==> config.mk <==
export PLATFORM = sky130hd
export DESIGN_NAME = mem_port_arbiter
export DESIGN_NICKNAME = d
export VERILOG_FILES = /design/src/rtl/mem_port_arbiter.sv
export SDC_FILE = /design/constraint.sdc
export NUM_CORES = 1
export LEC_CHECK = 0
export ABC_AREA = 1
export BUFFER_PORTS_ARGS = -buffer_cell sky130_fd_sc_hd__buf_4
export CORE_AREA = 3 3 103 105
export DETAILED_ROUTE_END_ITERATION = 16
export DIE_AREA = 0 0 106 108
export PLACE_DENSITY = 0.76
export SLEW_MARGIN = 15
export SYNTH_ARGS = -nofsm -noshare
export SYNTH_HDL_FRONTEND = slang
export SYNTH_SLANG_ARGS = --single-unit
==> constraint.sdc <==
create_clock -name clk -period 4.7 [get_ports clk]
set_clock_uncertainty 0.15 [all_clocks]
set_input_delay 0.94 -clock clk [delete_from_list [all_inputs] [get_ports clk]]
set_output_delay 0.94 -clock clk [all_outputs]
set_load 0.05 [all_outputs]
==> src/rtl/mem_port_arbiter.sv <==
// mem_port_arbiter: shares one bus between IF (if_*) and MEM (mem_*) with ready/stall per requester, registered bus_* request, sticky bus_err/illegal_op.
module mem_port_arbiter #(
  parameter int ADDR_W = 32,
  parameter int DATA_W = 32,
  parameter int MEM_BURST_MAX = 4,
  parameter int TIMEOUT = 255
) (
  input  logic              clk,
  input  logic              startin,
  input  logic              if_req,
  input  logic [ADDR_W-1:0] if_addr,
  output logic [DATA_W-1:0] if_rdata,
  output logic              if_ready,
  input  logic              mem_read,
  input  logic              mem_write,
  input  logic [ADDR_W-1:0] mem_addr,
  input  logic [DATA_W-1:0] mem_wdata,
  output logic [DATA_W-1:0] mem_rdata,
  output logic              mem_ready,
  output logic              stall_if,
  output logic              stall_mem,
  output logic              bus_req,
  output logic              bus_we,
  output logic [ADDR_W-1:0] bus_addr,
  output logic [DATA_W-1:0] bus_wdata,
  input  logic [DATA_W-1:0] bus_rdata,
  input  logic              bus_ack,
  output logic              bus_err,
  output logic              illegal_op
);
  typedef enum logic [1:0] {IDLE, IF_BUSY, MEM_BUSY} state_t;
  state_t state_q, state_d;
  logic bus_req_q, bus_req_d, bus_we_q, bus_we_d, bus_err_q, bus_err_d, illegal_q, illegal_d;
  logic [ADDR_W-1:0] bus_addr_q, bus_addr_d;
  logic [DATA_W-1:0] bus_wdata_q, bus_wdata_d;
  logic [3:0] streak_q, streak_d;
  logic [7:0] wd_q, wd_d;
  logic busy, timeout, done, mreq, grant_mem;
  assign mreq = mem_read | mem_write;
  assign busy = state_q != IDLE;
  assign timeout = busy & (wd_q == 8'(TIMEOUT - 1));
  assign done = busy & (bus_ack | timeout);
  assign grant_mem = mreq & ~(if_req & (streak_q == 4'(MEM_BURST_MAX)));
  assign if_ready = done & (state_q == IF_BUSY);
  assign mem_ready = done & (state_q == MEM_BUSY);
  assign if_rdata = (if_ready & bus_ack) ? bus_rdata : '0;
  assign mem_rdata = (mem_ready & bus_ack & ~bus_we_q) ? bus_rdata : '0;
  assign stall_if = if_req & ~if_ready;
  assign stall_mem = mreq & ~mem_ready;
  assign bus_req = bus_req_q;
  assign bus_we = bus_we_q;
  assign bus_addr = bus_addr_q;
  assign bus_wdata = bus_wdata_q;
  assign bus_err = bus_err_q;
  assign illegal_op = illegal_q;
  always_comb begin
    state_d = state_q;
    bus_req_d = bus_req_q;
    bus_we_d = bus_we_q;
    bus_addr_d = bus_addr_q;
    bus_wdata_d = bus_wdata_q;
    streak_d = streak_q;
    wd_d = wd_q;
    bus_err_d = bus_err_q;
    illegal_d = illegal_q;
    if (state_q == IDLE) begin
      if (grant_mem) begin
        state_d = MEM_BUSY;
        bus_req_d = 1'b1;
        bus_we_d = mem_write;
        bus_addr_d = mem_addr;
        bus_wdata_d = mem_wdata;
        illegal_d = illegal_q | (mem_read & mem_write);
        streak_d = if_req ? ((streak_q == 4'hf) ? streak_q : streak_q + 4'd1) : 4'd0;
      end else if (if_req) begin
        state_d = IF_BUSY;
        bus_req_d = 1'b1;
        bus_we_d = 1'b0;
        bus_addr_d = if_addr;
        bus_wdata_d = '0;
        streak_d = 4'd0;
      end
    end else if (done) begin
      state_d = IDLE;
      bus_req_d = 1'b0;
      wd_d = 8'd0;
      bus_err_d = bus_err_q | ~bus_ack;
    end else begin
      wd_d = wd_q + 8'd1;
    end
  end
  always_ff @(posedge clk) begin
    if (startin) begin
      state_q <= IDLE;
      bus_req_q <= 1'b0;
      bus_we_q <= 1'b0;
      bus_addr_q <= '0;
      bus_wdata_q <= '0;
      streak_q <= 4'd0;
      wd_q <= 8'd0;
      bus_err_q <= 1'b0;
      illegal_q <= 1'b0;
    end else begin
      state_q <= state_d;
      bus_req_q <= bus_req_d;
      bus_we_q <= bus_we_d;
      bus_addr_q <= bus_addr_d;
      bus_wdata_q <= bus_wdata_d;
      streak_q <= streak_d;
      wd_q <= wd_d;
      bus_err_q <= bus_err_d;
      illegal_q <= illegal_d;
    end
  end
endmodule
# --- Word-level counts from Yosys, hierarchy flattened ---
# Index checks and enable logic that the tools add are counted.
op_classes:
  add_sub_neg: 2
  n_eq_ne: 7
  n_mux: 21
  n_bitwise: 22
  reduce_logical: 9
op_table:
  columns: ["op", "count"]
  rows:
  - ["$mux 32", 6]
  - ["$mux 4", 4]
  - ["$and 1x1->1", 12]
  - ["$add 8x1->8 const B", 1]
  - ["$eq 8x8->1 const B", 1]
  - ["$mux 2", 4]
  - ["$mux 8", 1]
  - ["$reduce_and 2->1", 4]
  - ["$mux 1", 6]
  - ["$ne 3x3->1 const B", 2]
  - ["$not 1->1", 6]
  - ["$reduce_bool 2->1", 3]
  - ["$add 4x1->4 const B", 1]
  - ["$eq 4x3->1 const B", 1]
  - ["$eq 4x4->1 const B", 1]
  - ["$or 1x1->1", 4]
  - ["$reduce_and 3->1", 1]
  - ["$eq 2x1->1 const B", 1]
  - ["$eq 2x2->1 const B", 1]
  - ["$logic_not 2->1", 1]
word_totals:
  reg_bits: 82
  in_bits: 134
  out_inout_bits: 136
  word_cells: 70

# --- Depth between registers and ports, before layout ---
depth:
  depth_word: 8
  mapped_depth: 11
  ltp_nobuf: 11

# --- Worst setup path after synthesis ---
# OpenSTA, ideal clock, no wires.
synth_path:
  path_type: "input-to-output"
  start: "input bus_ack"
  end: "output stall_mem"
  t_arrival_ps: 2846
  required_ps: 3610
  path_slack_ps: 764
  cell_stages: 5
  n_path_buf: 0
  path_cell_list: "inv_1 > nand2_1 > nand2_1 > nor3_1 > nor2_1"
synth_between:
  elab_chain_cells: 5
synth_lines:
  columns: ["item", "line_no", "text"]
  rows:
  - ["start, declared", "27", "input logic bus_ack,"]
  - ["$or 1x1->1", "42", "assign done = busy & (bus_ack | timeout);"]
  - ["$and 1x1->1", "42", null]
  - ["$and 1x1->1", "45", "assign mem_ready = done & (state_q == MEM_BUSY);"]
  - ["named net mem_ready", "19", "output logic mem_ready,"]
  - ["$not 1->1", "49", "assign stall_mem = mreq & ~mem_ready;"]
  - ["$and 1x1->1", "49", null]
  - ["end, declared", "21", "output logic stall_mem,"]
# The timed path passes the listed nets, and every way through them passes these cells.

# --- Worst setup path in the final report ---
layout_path:
  start: "input bus_ack"
  end: "output mem_rdata[8]"
layout_between:
  elab_chain_cells: 6
layout_lines:
  columns: ["item", "line_no", "text"]
  rows:
  - ["$or 1x1->1", "42", null]
  - ["$and 1x1->1", "42", null]
  - ["$and 1x1->1", "45", null]
  - ["$and 1x1->1 (*) (2 in series)", "47", "assign mem_rdata = (mem_ready & bus_ack & ~bus_we_q) ? bus_rdata : '0;"]
  - ["$mux 32 (*)", "47", null]
  - ["end, declared", "18", "output logic [DATA_W-1:0] mem_rdata,"]
# Every way passes the cells marked *; elsewhere a longest branch is shown, timed or not.

==> out/results.tsv <==
metric	value	unit
status	complete, no violations	
mean routed wirelength per cell	14.5	um
DRC violations left	0	
antenna cells	0	
post-route ant nets	0	
Final WS setup	1.09	ns
Max Freq	277	MHz
hold depth	2	
worst min path class	register to register	
worst path arrival time	2.52	ns
Die Wd	106	um
min-delay src	bus_err	
pin count of the biggest net entering global routing	73	
fin crit period	3.61	ns
Worst R2R Path Depth	7	
Slew @ Worst Pin	1.11	ns
pwr/cell area	330	nW/um^2
Num CTS Buffers	9	
ranking of synthesized cells by area	dfxtp_1, nand2_1, nor2_1	
drt initial violations	352	
Setup crit end kind	output port	
Die Height	108	um
post-CTS sizing	0	
gr usage total	22.6	%
Root Buffer	clkbuf_8	
buffers added on ports	269	
clock sink count	82	
RD Place Congestion	0.858	
CTS tree	yes	
final hold violations	0	
Synth area leader	dfxtp_1	
synth unique cells	26	
slew margin rel.	25.8	%
Detailed Place HPWL	10400	um
crit-path max FO	32	
final worst-path cycle share	76.8	%
Critical Path RT	3.61	ns
fraction of layout cells with a size suffix above 1	36.2	%
max cap viols	0	
Lkg Pwr	3.06	nW
Max Slew Vio Count	0	
Clock Latency Late Sink	0.35	ns
Critical R2R Launch	streak_q[0]	
Core Area	9730	sq um
flop2flop setup slack	1.50	ns
WHS Endpoint	bus_err	
yosys warns	0	
total negative setup slack	0	ns
TritonRoute pass-1 iters	5	
global route overflow	0	
Die Area	11400	sq um
vias per cell	4.83	
syn nets	697	
maximum vdd drop	0.203	mV
Clock H-tree levels	3	
RR Endpoint	illegal_op	
number of synthesized register bits	82	
CTS max path bufs	2	
final wirelength	13600	um
# Post-CTS Setup Buffers	0	
fin util	61.8	%
crit path launch type	input port	
initial antenna violation count	0	
Synth-to-Final Area Change	58.2	%
io pins	270	
Syn Std Cell Area	3800	sq um
sequential share of the synthesized area	43.2	%
RSZ-0062 raised after global routing	false	
Nets	942	
site row count	36	
Final Cell Area	6010	sq um
final setup fails	0	
Initial Utilization	39.0	%
crit path kind	input port to output port	
post-synth top area share	43.2	%
Worst-path clk slew	0.08	ns
cells after synthesis	559	
synthesized area per cell	6.80	sq um
number of global-route vias before repair	4273	
global-route wire length before repair	20900	um
Post-CTS Hold Fix Bufs	0	
placed inst area	5830	sq um
vias post-DR	4546	
dpl ws	1.08	ns
-- flip-flops by register name (all words and copies together), names as in the netlist --
name,count
bus_err,1
state_q,2
bus_addr,32
streak_q,4
wd_q,8
bus_we,1
bus_wdata,32
illegal_op,1
bus_req,1
-- logic make-up (layout without fill, tap and decap cells) --
group | after synthesis | in the layout | share of synthesized area [%]
xor+xnor | 3 | 3 | 0.692
flops | 82 | 82 | 43.2
fa+ha+maj | 4 | 4 | 1.32
simple gates | 271 | 271 | 29.6
buf+inv | 92 | 342 | 9.88
compound gates | 107 | 107 | 15.3
-- where the power goes --
| group | switching, W | internal (W) |
|---|---|---|
| sequential | 0.0000386 | 0.000763 |
| combinational | 0.000481 | 0.000232 |
| clock | 0.000251 | 0.000220 |
| total | 0.000770 | 0.00122 |
-- Yosys cell counts --
cell,instances
nor2_4,2
nand4_1,3
nor3b_1,2
buf_4,5
nand2_1,119
o22ai_1,1
o21ai_0,32
nor2_1,93
nand4_2,1
o21ai_1,1
clkbuf_1,19
ha_1,4
xor2_1,3
nand2_2,3
buf_1,3
clkbuf_2,1
buf_2,8
a31oi_1,32
o21a_1,1
a21oi_1,39
o31ai_1,1
inv_2,2
inv_1,54
nand3_1,45
dfxtp_1,82
nor3_1,3
-- worst max-delay path by stage --
stage                  from            end  slack, ns  cells past startpoint
floorplan           bus_ack      stall_mem       0.76                      5
global placement     if_req     illegal_op       1.15                      6
detailed placement  bus_ack   mem_rdata[8]       1.08                      6
CTS                 bus_ack   mem_rdata[8]       1.08                      6
global route        bus_ack  mem_rdata[22]       0.86                      6
finish              bus_ack   mem_rdata[8]       1.09                      6
-- area by class of cell --
type | instances | area [sq um]
Timing Repair Buffer | 270 | 2030
Clock buffer | 12 | 155
Fill cell | 915 | 3720
Clock inverter | 4 | 26.3
Inverter | 56 | 210
Tap cell | 133 | 166
Sequential cell | 82 | 1640
Multi-Input combinational cell | 385 | 1780
-- cell usage in the layout, fill, tap and decap left out, drive strengths merged --
cell type,Yosys,final
buf,16,270
nand2,122,122
nor2,95,95
dfxtp,82,82
inv,56,56
nand3,45,45
a21oi,39,39
o21ai,33,33
a31oi,32,32
clkbuf,20,12
ha,4,4
nand4,4,4
nor3,3,3
xor2,3,3
clkinv,0,3
nor3b,2,2
o22ai,1,1
o21a,1,1
o31ai,1,1
clkinvlp,0,1
-- per-stage QoR --
step                      hold WS (ns)  total power (W)  cells
final                            0.304          0.00199    942
after global routing             0.324          0.00208    942
after CTS                        0.307          0.00200    942
after detailed placement         0.294          0.00153    926
after global placement           0.291          0.00152    926
after floorplan                  0.322          0.00128    559
-- worst max-delay path: stages --
cell,delay [ns]
buf_4,0.09
inv_1,0.06
nor2_1,0.08
nand3_1,0.74
nor2_1,0.35
buf_4,0.25
-- routing by layer --
layer,vias to the layer above,global-route usage (%),wire (um),share of wire (%)
met1,2057,23.7,4920,36
met4,0,8.33,341,2.5
met3,22,6.51,1150,8.4
li1,2285,-,-,-
met2,182,42.8,7240,53
met5,-,0,0,0
(Power assumes the default switching activity.)
